--- config.mk ---
export PLATFORM = sky130hd
export DESIGN_NAME = affine_interp_filter
export DESIGN_NICKNAME = d
export VERILOG_FILES = /design/src/rtl/affine_interp_pkg.sv /design/src/rtl/affine_tap_mcm.sv /design/src/rtl/affine_interp_filter.sv
export SDC_FILE = /design/constraint.sdc
export NUM_CORES = 1
export LEC_CHECK = 0
export CAP_MARGIN = 0
export CELL_PAD_IN_SITES_DETAIL_PLACEMENT = 0
export CELL_PAD_IN_SITES_GLOBAL_PLACEMENT = 1
export CORE_MARGIN = 1.5
export CORE_UTILIZATION = 44
export DETAILED_ROUTE_END_ITERATION = 8
export GPL_ROUTABILITY_DRIVEN = 0
export PLACE_DENSITY = 0.83
export SETUP_SLACK_MARGIN = 0.3
export SLEW_MARGIN = 10
export SYNTH_ARGS = -nofsm -noshare
export SYNTH_HDL_FRONTEND = slang
export SYNTH_SLANG_ARGS = --single-unit
--- constraint.sdc ---
create_clock -name clk -period 6.8 [get_ports clk]
set_input_delay 1.02 -clock clk [delete_from_list [all_inputs] [get_ports clk]]
set_output_delay 1.02 -clock clk [all_outputs]
set_load 0.01 [all_outputs]
--- src/rtl/affine_interp_pkg.sv ---
// Shared constants for the affine 6-tap quarter-phase interpolation path.
package affine_interp_pkg;

    localparam int SHIFT     = 6;
    localparam int ROUND_OFS = 32;
    localparam int NUM_TAPS  = 6;
    localparam int NUM_PH    = 4;

    typedef enum logic [1:0] {FRAC_0, FRAC_Q, FRAC_H, FRAC_3Q} frac_e;

    // [phase][tap]; every row sums to 64
    localparam int COEF [NUM_PH][NUM_TAPS] = '{
        '{0,   0, 64,  0,   0, 0},
        '{2,  -9, 57, 18,  -4, 0},
        '{3, -11, 40, 40, -11, 3},
        '{0,  -4, 18, 57,  -9, 2}
    };

endpackage

--- src/rtl/affine_tap_mcm.sv ---
// One filter tap: all four phase products of a sample, built from shifts and adds.
module affine_tap_mcm
    import affine_interp_pkg::*;
#(
    parameter int BD    = 10,
    parameter int ACC_W = BD + 9,
    parameter int TAP   = 0
) (
    input  logic [BD-1:0]                   x,
    output logic [NUM_PH-1:0][ACC_W-1:0]    prod
);

    // Constant coefficients are elaboration-time, so the loop folds into a fixed adder tree.
    function automatic logic [ACC_W-1:0] cmul(input logic [BD-1:0] v, input int c);
        logic [ACC_W-1:0] xe;
        logic [ACC_W-1:0] acc;
        int               m;
        xe  = ACC_W'(v);
        acc = '0;
        m   = (c < 0) ? -c : c;
        for (int b = 0; b < 8; b++)
            if (m[b]) acc = acc + (xe << b);
        return (c < 0) ? -acc : acc;
    endfunction

    for (genvar f = 0; f < NUM_PH; f++) begin : g_ph
        assign prod[f] = cmul(x, COEF[f][TAP]);
    end

endmodule

--- src/rtl/affine_interp_filter.sv ---
// Streaming 6-tap horizontal quarter-phase interpolator: window, MCM taps, sum/round/clip.
module affine_interp_filter
    import affine_interp_pkg::*;
#(
    parameter int BD    = 10,
    parameter int SHIFT = 6,
    parameter int ACC_W = BD + 9
) (
    input  logic          clk,
    input  logic          rst_n,
    input  logic          in_valid,
    output logic          in_ready,
    input  logic [BD-1:0] in_sample,
    input  logic [1:0]    in_frac,
    input  logic          in_last,
    output logic          out_valid,
    input  logic          out_ready,
    output logic [BD-1:0] out_sample,
    output logic          out_last
);

    localparam int STAGES = 2;
    localparam logic signed [ACC_W-1:0] MAXV = ACC_W'((1 << BD) - 1);

    logic                                      stall, accept, launch;
    logic [2:0]                                count;
    logic [NUM_TAPS-1:0][BD-1:0]               win, win_nxt;
    logic [NUM_TAPS-1:0][NUM_PH-1:0][ACC_W-1:0] tap_prod;
    logic [NUM_TAPS-1:0][ACC_W-1:0]            sel;
    frac_e                                     ph;
    logic [STAGES:1]                           vld_pipe, last_pipe;
    logic signed [ACC_W-1:0]                   p0, p1, total, rnd;
    logic [BD-1:0]                             clip;

    assign stall    = out_valid && !out_ready;
    assign in_ready = !stall;
    assign accept   = in_valid && in_ready;
    assign launch   = accept && (count >= 3'(NUM_TAPS - 1));

    // Taps see the window as it will be after this beat, so launch uses the new sample.
    assign win_nxt = {in_sample, win[NUM_TAPS-1:1]};
    assign ph      = frac_e'(in_frac);

    for (genvar t = 0; t < NUM_TAPS; t++) begin : g_tap
        affine_tap_mcm #(.BD(BD), .ACC_W(ACC_W), .TAP(t)) u_mcm (
            .x    (win_nxt[t]),
            .prod (tap_prod[t])
        );
        assign sel[t] = tap_prod[t][ph];
    end

    always_ff @(posedge clk or negedge rst_n) begin
        if (!rst_n) begin
            win   <= '0;
            count <= '0;
        end else if (accept) begin
            win <= win_nxt;
            if (in_last)
                count <= '0;
            else if (count != 3'(NUM_TAPS))
                count <= count + 3'd1;
        end
    end

    assign total = p0 + p1;
    assign rnd   = (total + ACC_W'(ROUND_OFS)) >>> SHIFT;

    always_comb begin
        clip = rnd[BD-1:0];
        if (rnd < 0)         clip = '0;
        else if (rnd > MAXV) clip = '1;
    end

    // S1 keeps the two partial sums; S2 is the output register. Both freeze on stall.
    always_ff @(posedge clk or negedge rst_n) begin
        if (!rst_n) begin
            vld_pipe   <= '0;
            last_pipe  <= '0;
            p0         <= '0;
            p1         <= '0;
            out_sample <= '0;
        end else if (!stall) begin
            vld_pipe  <= {vld_pipe[1], launch};
            last_pipe <= {last_pipe[1], launch && in_last};
            if (launch) begin
                p0 <= $signed(sel[0]) + $signed(sel[1]) + $signed(sel[2]);
                p1 <= $signed(sel[3]) + $signed(sel[4]) + $signed(sel[5]);
            end
            if (vld_pipe[1])
                out_sample <= clip;
        end
    end

    assign out_valid = vld_pipe[STAGES];
    assign out_last  = last_pipe[STAGES];

endmodule
=== Word level (Yosys, flattened, before mapping) ===
Index checks and enable logic that the tools add are counted.

* Word-level logic and storage cells: 74
* Register bits after elaboration: 105
* Bits of input ports: 17

* Bitwise logic cells: 1
* Order comparisons: 4
* Mux-type cells: 16
* Add/sub/neg operators: 31
* Reductions and logical operators: 10
* Eq/ne operators: 1

{| class="wikitable"
|+ Operators by type and width
! cell !! count
|-
| 19-bit binary-select mux with 2-bit select || 6
|-
| 19-bit two-way mux || 6
|-
| 19-bit adder || 5
|-
| 19-bit negator || 3
|-
| 10-bit by 13-bit adder with 14-bit output || 4
|-
| 10-bit by 11-bit adder with 12-bit output || 4
|-
| 12-bit negator with 19-bit output || 2
|-
| 13-bit by 15-bit adder with 16-bit output || 2
|-
| 11-bit by 14-bit adder with 15-bit output || 2
|-
| 10-bit two-way mux || 2
|-
| 19-bit by 13-bit adder with 19-bit output || 1
|-
| 19-bit by 14-bit adder with 19-bit output || 1
|-
| 19-bit by 15-bit adder with 19-bit output || 1
|-
| 19-bit by 7-bit adder with 19-bit output, second input constant || 1
|-
| 14-bit negator with 19-bit output || 1
|-
| 15-bit by 15-bit adder with 16-bit output || 1
|-
| 14-bit by 14-bit adder with 15-bit output || 1
|-
| 12-bit by 13-bit adder with 14-bit output || 1
|-
| 13-bit by 11-bit > comparator with 1-bit output, second input constant || 1
|-
| 13-bit by 1-bit less-than comparator with 1-bit output, second input constant || 1
|-
| 3-bit two-way mux || 2
|-
| 2-bit AND reduction || 3
|-
| 1-bit logical AND || 4
|-
| 3-bit by 1-bit adder with 3-bit output, second input constant || 1
|-
| other kinds (6) || 7
|}

=== Depth between registers and ports, before layout ===
* Word-level depth: 7
* Gate-level depth with buffers: 29

=== By module ===
A second synthesis with hierarchy kept.

* Cell total of the unflattened synthesis: 2047
* Area total of the unflattened synthesis: 19764.0 um^2

{| class="wikitable"
|+ Modules (own cells, without submodules)
! module !! instances !! area each (um^2) !! cells each !! seq. area each (um^2)
|-
| affine_interp_filter || 1 || 9954.5 || 836 || 2627.5
|-
| affine_tap_mcm at g_tap[4].u_mcm || 1 || 2044.5 || 248 || 0.0
|-
| affine_tap_mcm at g_tap[3].u_mcm || 1 || 1988.2 || 236 || 0.0
|-
| affine_tap_mcm at g_tap[2].u_mcm || 1 || 1939.4 || 235 || 0.0
|-
| affine_tap_mcm at g_tap[1].u_mcm || 1 || 1919.3 || 242 || 0.0
|-
| affine_tap_mcm at g_tap[0].u_mcm || 1 || 967.2 || 125 || 0.0
|-
| affine_tap_mcm at g_tap[5].u_mcm || 1 || 950.9 || 125 || 0.0
|}

=== Worst setup path after synthesis ===
Ideal clock, no wire load.

* Path kind: reg2reg
* From: register win[33] (netlist name)
* To: register p0[15]
* Clock period less this slack: 5.795 ns
* Slack: 1.005 ns
* Required time: 6.675 ns
* Buffers on the path: 0
* Arrival time: 5.671 ns
* Stages on the path, launching flop included: 27
* Path through: dfrtp_1 > ha_1 > fa_1 > a21o_1 > a21oi_1 > o21bai_1 > a21oi_1 > nor2b_1 > o21ai_0 > xnor2_1 > inv_1 > fa_1 > inv_1 > ha_1 > xnor2_1 > nand2_1 > o21ai_0 > o21ai_0 > fa_1 > inv_1 > ha_1 > a21o_1 > a21o_1 > a2111oi_0 > nor2_1 > xor2_1 > mux2_2

* Cells in the longest elaborated chain, start to end: 6

{| class="wikitable"
|+ RTL lines
! what !! line !! RTL
|-
| start, declared || affine_interp_filter.sv:27 || <nowiki>logic [NUM_TAPS-1:0][BD-1:0] win, win_nxt;</nowiki>
|-
| start signal, assigned || affine_interp_filter.sv:57 || <nowiki>win <= win_nxt;</nowiki>
|-
| 10-bit by 13-bit adder with 14-bit output || affine_tap_mcm.sv:22 || <nowiki>if (m[b]) acc = acc + (xe << b);</nowiki>
|-
| 19-bit by 14-bit adder with 19-bit output || affine_tap_mcm.sv:22 ||
|-
| 19-bit by 15-bit adder with 19-bit output || affine_tap_mcm.sv:22 ||
|-
| 19-bit binary-select mux with 2-bit select * || affine_interp_filter.sv:49 || <nowiki>assign sel[t] = tap_prod[t][ph];</nowiki>
|-
| 19-bit two-way mux (implied by the code) * || affine_interp_filter.sv:49 ||
|-
| 19-bit adder * || affine_interp_filter.sv:86 || <nowiki>p0 <= $signed(sel[0]) + $signed(sel[1]) + $signed(sel[2]);</nowiki>
|-
| end signal, assigned || affine_interp_filter.sv:86 ||
|-
| end, declared || affine_interp_filter.sv:32 || <nowiki>logic signed [ACC_W-1:0] p0, p1, total, rnd;</nowiki>
|}

Every way passes the cells marked *; elsewhere a longest branch is shown, timed or not. The select of a mux whose other input is x is not followed.
A chain may end at the register's enable or synchronous reset.

=== Worst setup path in the final report ===
* From: register win[41] (netlist name)
* To: register p1[16]

* Cells in the longest elaborated chain, start to end: 7

{| class="wikitable"
|+ RTL lines
! what !! line !! RTL
|-
| 10-bit by 13-bit adder with 14-bit output || affine_tap_mcm.sv:22 ||
|-
| 14-bit by 14-bit adder with 15-bit output || affine_tap_mcm.sv:22 ||
|-
| 15-bit by 15-bit adder with 16-bit output || affine_tap_mcm.sv:22 ||
|-
| 19-bit binary-select mux with 2-bit select * || affine_interp_filter.sv:49 ||
|-
| 19-bit two-way mux (implied by the code) * || affine_interp_filter.sv:49 ||
|-
| 19-bit adder * (2 in a row) || affine_interp_filter.sv:87 || <nowiki>p1 <= $signed(sel[3]) + $signed(sel[4]) + $signed(sel[5]);</nowiki>
|-
| end signal, assigned || affine_interp_filter.sv:87 ||
|-
| end, declared || affine_interp_filter.sv:32 ||
|}

Marks and branches as above.

==> results_dict.tcl <==
set metrics [dict create \
    rows 67 \
    synth_top_cell_area_share_pct 19.90 \
    required_ns 7.03 \
    clk_latency_ns 0.37 \
    cp_common_cell "a21oi_1" \
    multi_input_area_um2 11580 \
    ios 30 \
    fin_ws_ns 0.6339 \
    synthArstFlopShare_pct 100.0 \
    crit_buf_inv 0 \
    root_buffer "clkbuf_16" \
    viasPerCell 5.676 \
    max_stage_delay_ns 0.53 \
    place_worst_setup_slack_ns 0.4653 \
    critPathKind "reg -> reg" \
    synth_cells 1781 \
    firstDrtPassIters 5 \
    timing.fmax_mhz 162.2 \
    pwr-share-seq_pct 15.2 \
    cts_tree "done" \
    h-tree-depth 3 \
    rsz0062_at_grt "no" \
    cp_cell_sequence "ha_1 -> a21o_1 -> a21oi_1 -> o21bai_1 -> a21oi_1 -> o21bai_1 -> a21oi_1 -> xnor2_1 -> fa_1 -> ha_1 -> a21oi_1 -> o21bai_1 -> a21oi_1 -> xor2_1 -> nor2_1 -> a311o_1 -> ha_1 -> ha_1 -> and3_1 -> a221o_1 -> a21o_1 -> a21oi_1 -> xor2_1 -> o21ai_0" \
    period_needed_ns 6.166 \
    clock-sinks 105 \
    clk_path_buf_depth 2 \
    fill_cells 3172 \
    synthTopCellsByArea "ha_1 (20%), dfrtp_1 (18%), fa_1 (8.3%), xnor2_1 (6.9%), o21ai_0 (5.0%)" \
    hp-class "reg -> reg" \
    setup_tns_ns 0 \
    drive_gt1_share_pct 6.337 \
    p_total_mw 6.606 \
    seq_area_um2 2631 \
    power_leakage_nw 7.621 \
    wirelength_mm 39.61 \
    port_buffers 29 \
    drc 0 \
    antenna_cells 0 \
    ys.flop_type "dfrtp_1" \
    power_density_nw_per_um2 409.4 \
    drtIter0Drc 825 \
    synth_edf_count 0 \
    netlist-cell-type-count 85 \
    cp-start-kind "register" \
    dieArea_um2 34980 \
    yosysTopAreaCell "ha_1" \
    ys_seq_area_share_pct 17.63 \
    cap_violations 0 \
    drv_slew 0 \
    crit_fanout 10 \
    p_int_mw 3.273 \
    hold_viol_final 0 \
    antenna_left 0 \
    grt_max_degree 69 \
    numCtsBuffers 9 \
    worstMarginPinSlew_ns 0.9212 \
    grt_pass1_vias 12362 \
    dp.final_hpwl_mm 30.95 \
    p_clk_share_pct 8.6 \
    end_kind "register" \
    vdd_ir_drop_max_uv 169.6 \
    syn-cell-area_um2 14900 \
    cp.arrival_ns 6.40 \
    vias 12755 \
    p_sw_share_pct 50.46 \
    pwr-share-comb_pct 76.2 \
    die_y_um 187.0 \
    synth-seq-cells 105 \
    power_switching_mw 3.333 \
    grt_util_all_layers_pct 23.12 \
    yosys_warnings 0 \
    wl_per_cell_um 17.63 \
    nNetsFinal 2111 \
    setup_viol 0 \
    coreArea_um2 33450 \
    cts_setup_buffers 0 \
    fin_skew_ns 0.01266 \
    areaGrowthSynthToFinish_pct 8.279 \
    timing.hold.ws_ns 0.4815 \
    crit_path_top_delay_cell "dfrtp_2" \
    die_w_um 187.0 \
    synth_fp_nets 2097 \
    initial_utilization_pct 44.55 \
    crit_family "compound AO/OA/AOI/OAI gates" \
    cts.clk_slew.worst_paths_ns 0.08 \
    status "complete, no violations" \
    grt_pass1_wl_mm 65.02 \
    antenna_found_initial 0 \
    finalCritPeriodShare_pct 90.68 \
    max-slew-margin-rel_pct 38.59 \
    grt-ovfl-total 0 \
    syn_avg_cell_area_um2 8.366 \
]
## layout by cell type, fill, tap and decap left out, drive strengths merged, types with 9 or more instances in the layout
master	netlist	routed
xor2	50	50
dfrtp	105	105
ha	237	237
mux2	10	10
mux2i	11	11
nor2	106	106
nand2	180	180
o31ai	10	10
inv	141	144
buf	14	35
a311oi	13	13
o22ai	12	12
nor2b	30	30
or2	10	10
a22oi	19	19
clkbuf	44	9
fa	62	62
o21bai	35	35
xnor2	117	117
clkdlybuf4s50	0	26
nand2b	21	21
a21oi	141	141
or3	13	13
nand3	31	31
o21a	15	15
nor3	19	19
a211oi	18	18
o211ai	13	13
o21ai	152	152
a21o	36	36
a31oi	10	10
## final timing paths
check,from,to,slack (ns),depth (start not counted)
min reg2reg,p1[5],p1[5],0.48,2
max reg2reg,win[41],p1[16],0.63,24
max,win[41],p1[16],0.63,24
max in group asynchronous,rst_n,win[42],4.81,2
min in group asynchronous,rst_n,win[17],0.65,1
min,p1[5],p1[5],0.48,2
## stage by stage
step                instance area, um2  util [%]  cells
floorplan                        14900         -   1781
global placement                 15790     47.21   2232
detailed placement               15790     47.21   2232
CTS                              16090     48.10   2247
global route                     16130     48.24   2247
finish                           16130     48.24   2247
## cell type report
class                   count  share of cell area [%]
multi-input cells        1475                   71.76
well taps                 448                   3.474
repair buffers             61                   3.288
clock buffers               9                   1.396
flip-flops and latches    105                   16.31
inverters                 143                   3.327
clock inverters             6                  0.4498
## cell families (layout without fill, tap and decap cells)
| kind of cell | count (synthesis) | count (layout) | synth area share [%] |
|---|---|---|---|
| compound gates | 527 | 527 | 22.76 |
| simple gates | 458 | 458 | 14.52 |
| fa+ha+maj | 299 | 299 | 28.23 |
| buf+inv | 201 | 219 | 5.097 |
| xor+xnor | 167 | 167 | 9.816 |
| flops | 105 | 105 | 17.63 |
| mux | 24 | 24 | 1.948 |
## power by group through the flow
stage / Clock, mW / Combinational (mW) / Sequential, mW
floorplan: 0 / 3.81 / 0.976
global placement: 0 / 4.86 / 1.01
detailed placement: 0 / 4.93 / 1.02
CTS: 0.583 / 4.98 / 1.00
global route: 0.603 / 5.66 / 1.03
finish: 0.568 / 5.04 / 1.00
## worst register-to-register path, stage by stage (launching register included)
cell and delay, ns:
dfrtp_2 0.53, ha_1 0.34, a21o_1 0.18, a21oi_1 0.24, o21bai_1 0.11, a21oi_1 0.25, o21bai_1 0.12, a21oi_1 0.29
xnor2_1 0.21, fa_1 0.47, ha_1 0.35, a21oi_1 0.23, o21bai_1 0.14, a21oi_1 0.19, xor2_1 0.19, nor2_1 0.06
a311o_1 0.32, ha_1 0.31, ha_1 0.36, and3_1 0.18, a221o_1 0.36, a21o_1 0.19, a21oi_1 0.18, xor2_1 0.15
o21ai_0 0.09
## sequential cells by signal (all words and copies together) (netlist names)
register and flops:
win 50, p0 19, p1 19, out_sample 10
count 3, last_pipe 2, vld_pipe 2
## synthesized netlist by cell type, types with 4 or more instances
cell type and number:
and2_1 8, ha_1 237, a41oi_1 6, a211o_1 7
o21a_1 15, a211oi_1 18, or2_2 6, nor3_1 18
buf_1 10, xor2_1 50, dfrtp_1 105, nor4_1 7
nand3_1 31, o21ai_0 148, and3_1 8, nand2b_1 21
or3_1 11, o211ai_1 12, buf_2 4, clkbuf_1 44
a22oi_1 19, a31oi_1 10, nor2b_1 30, nor3b_1 5
o22ai_1 12, fa_1 62, a21oi_1 140, mux2_2 10
a311oi_2 10, a21o_1 36, o21bai_1 35, o31ai_1 10
nand2_1 180, xnor2_1 117, nand4_1 6, inv_1 140
nor2_1 106, or2_1 4, mux2i_1 11
## metal layers
| layer | share of wire, % | track usage [%] |
|---|---|---|
| met5 | 0 | 0 |
| met4 | 1.9 | 5.459 |
| met3 | 6.0 | 4.447 |
| met2 | 45 | 37.06 |
| met1 | 47 | 32.12 |
## what timing repair did
action                                  4_1_cts  5_1_grt
endpoints found under the setup margin        0        8
resized for setup                             0       17
hold buffers                                  0        0
No activity file was read; power rests on OpenSTA's default activity.
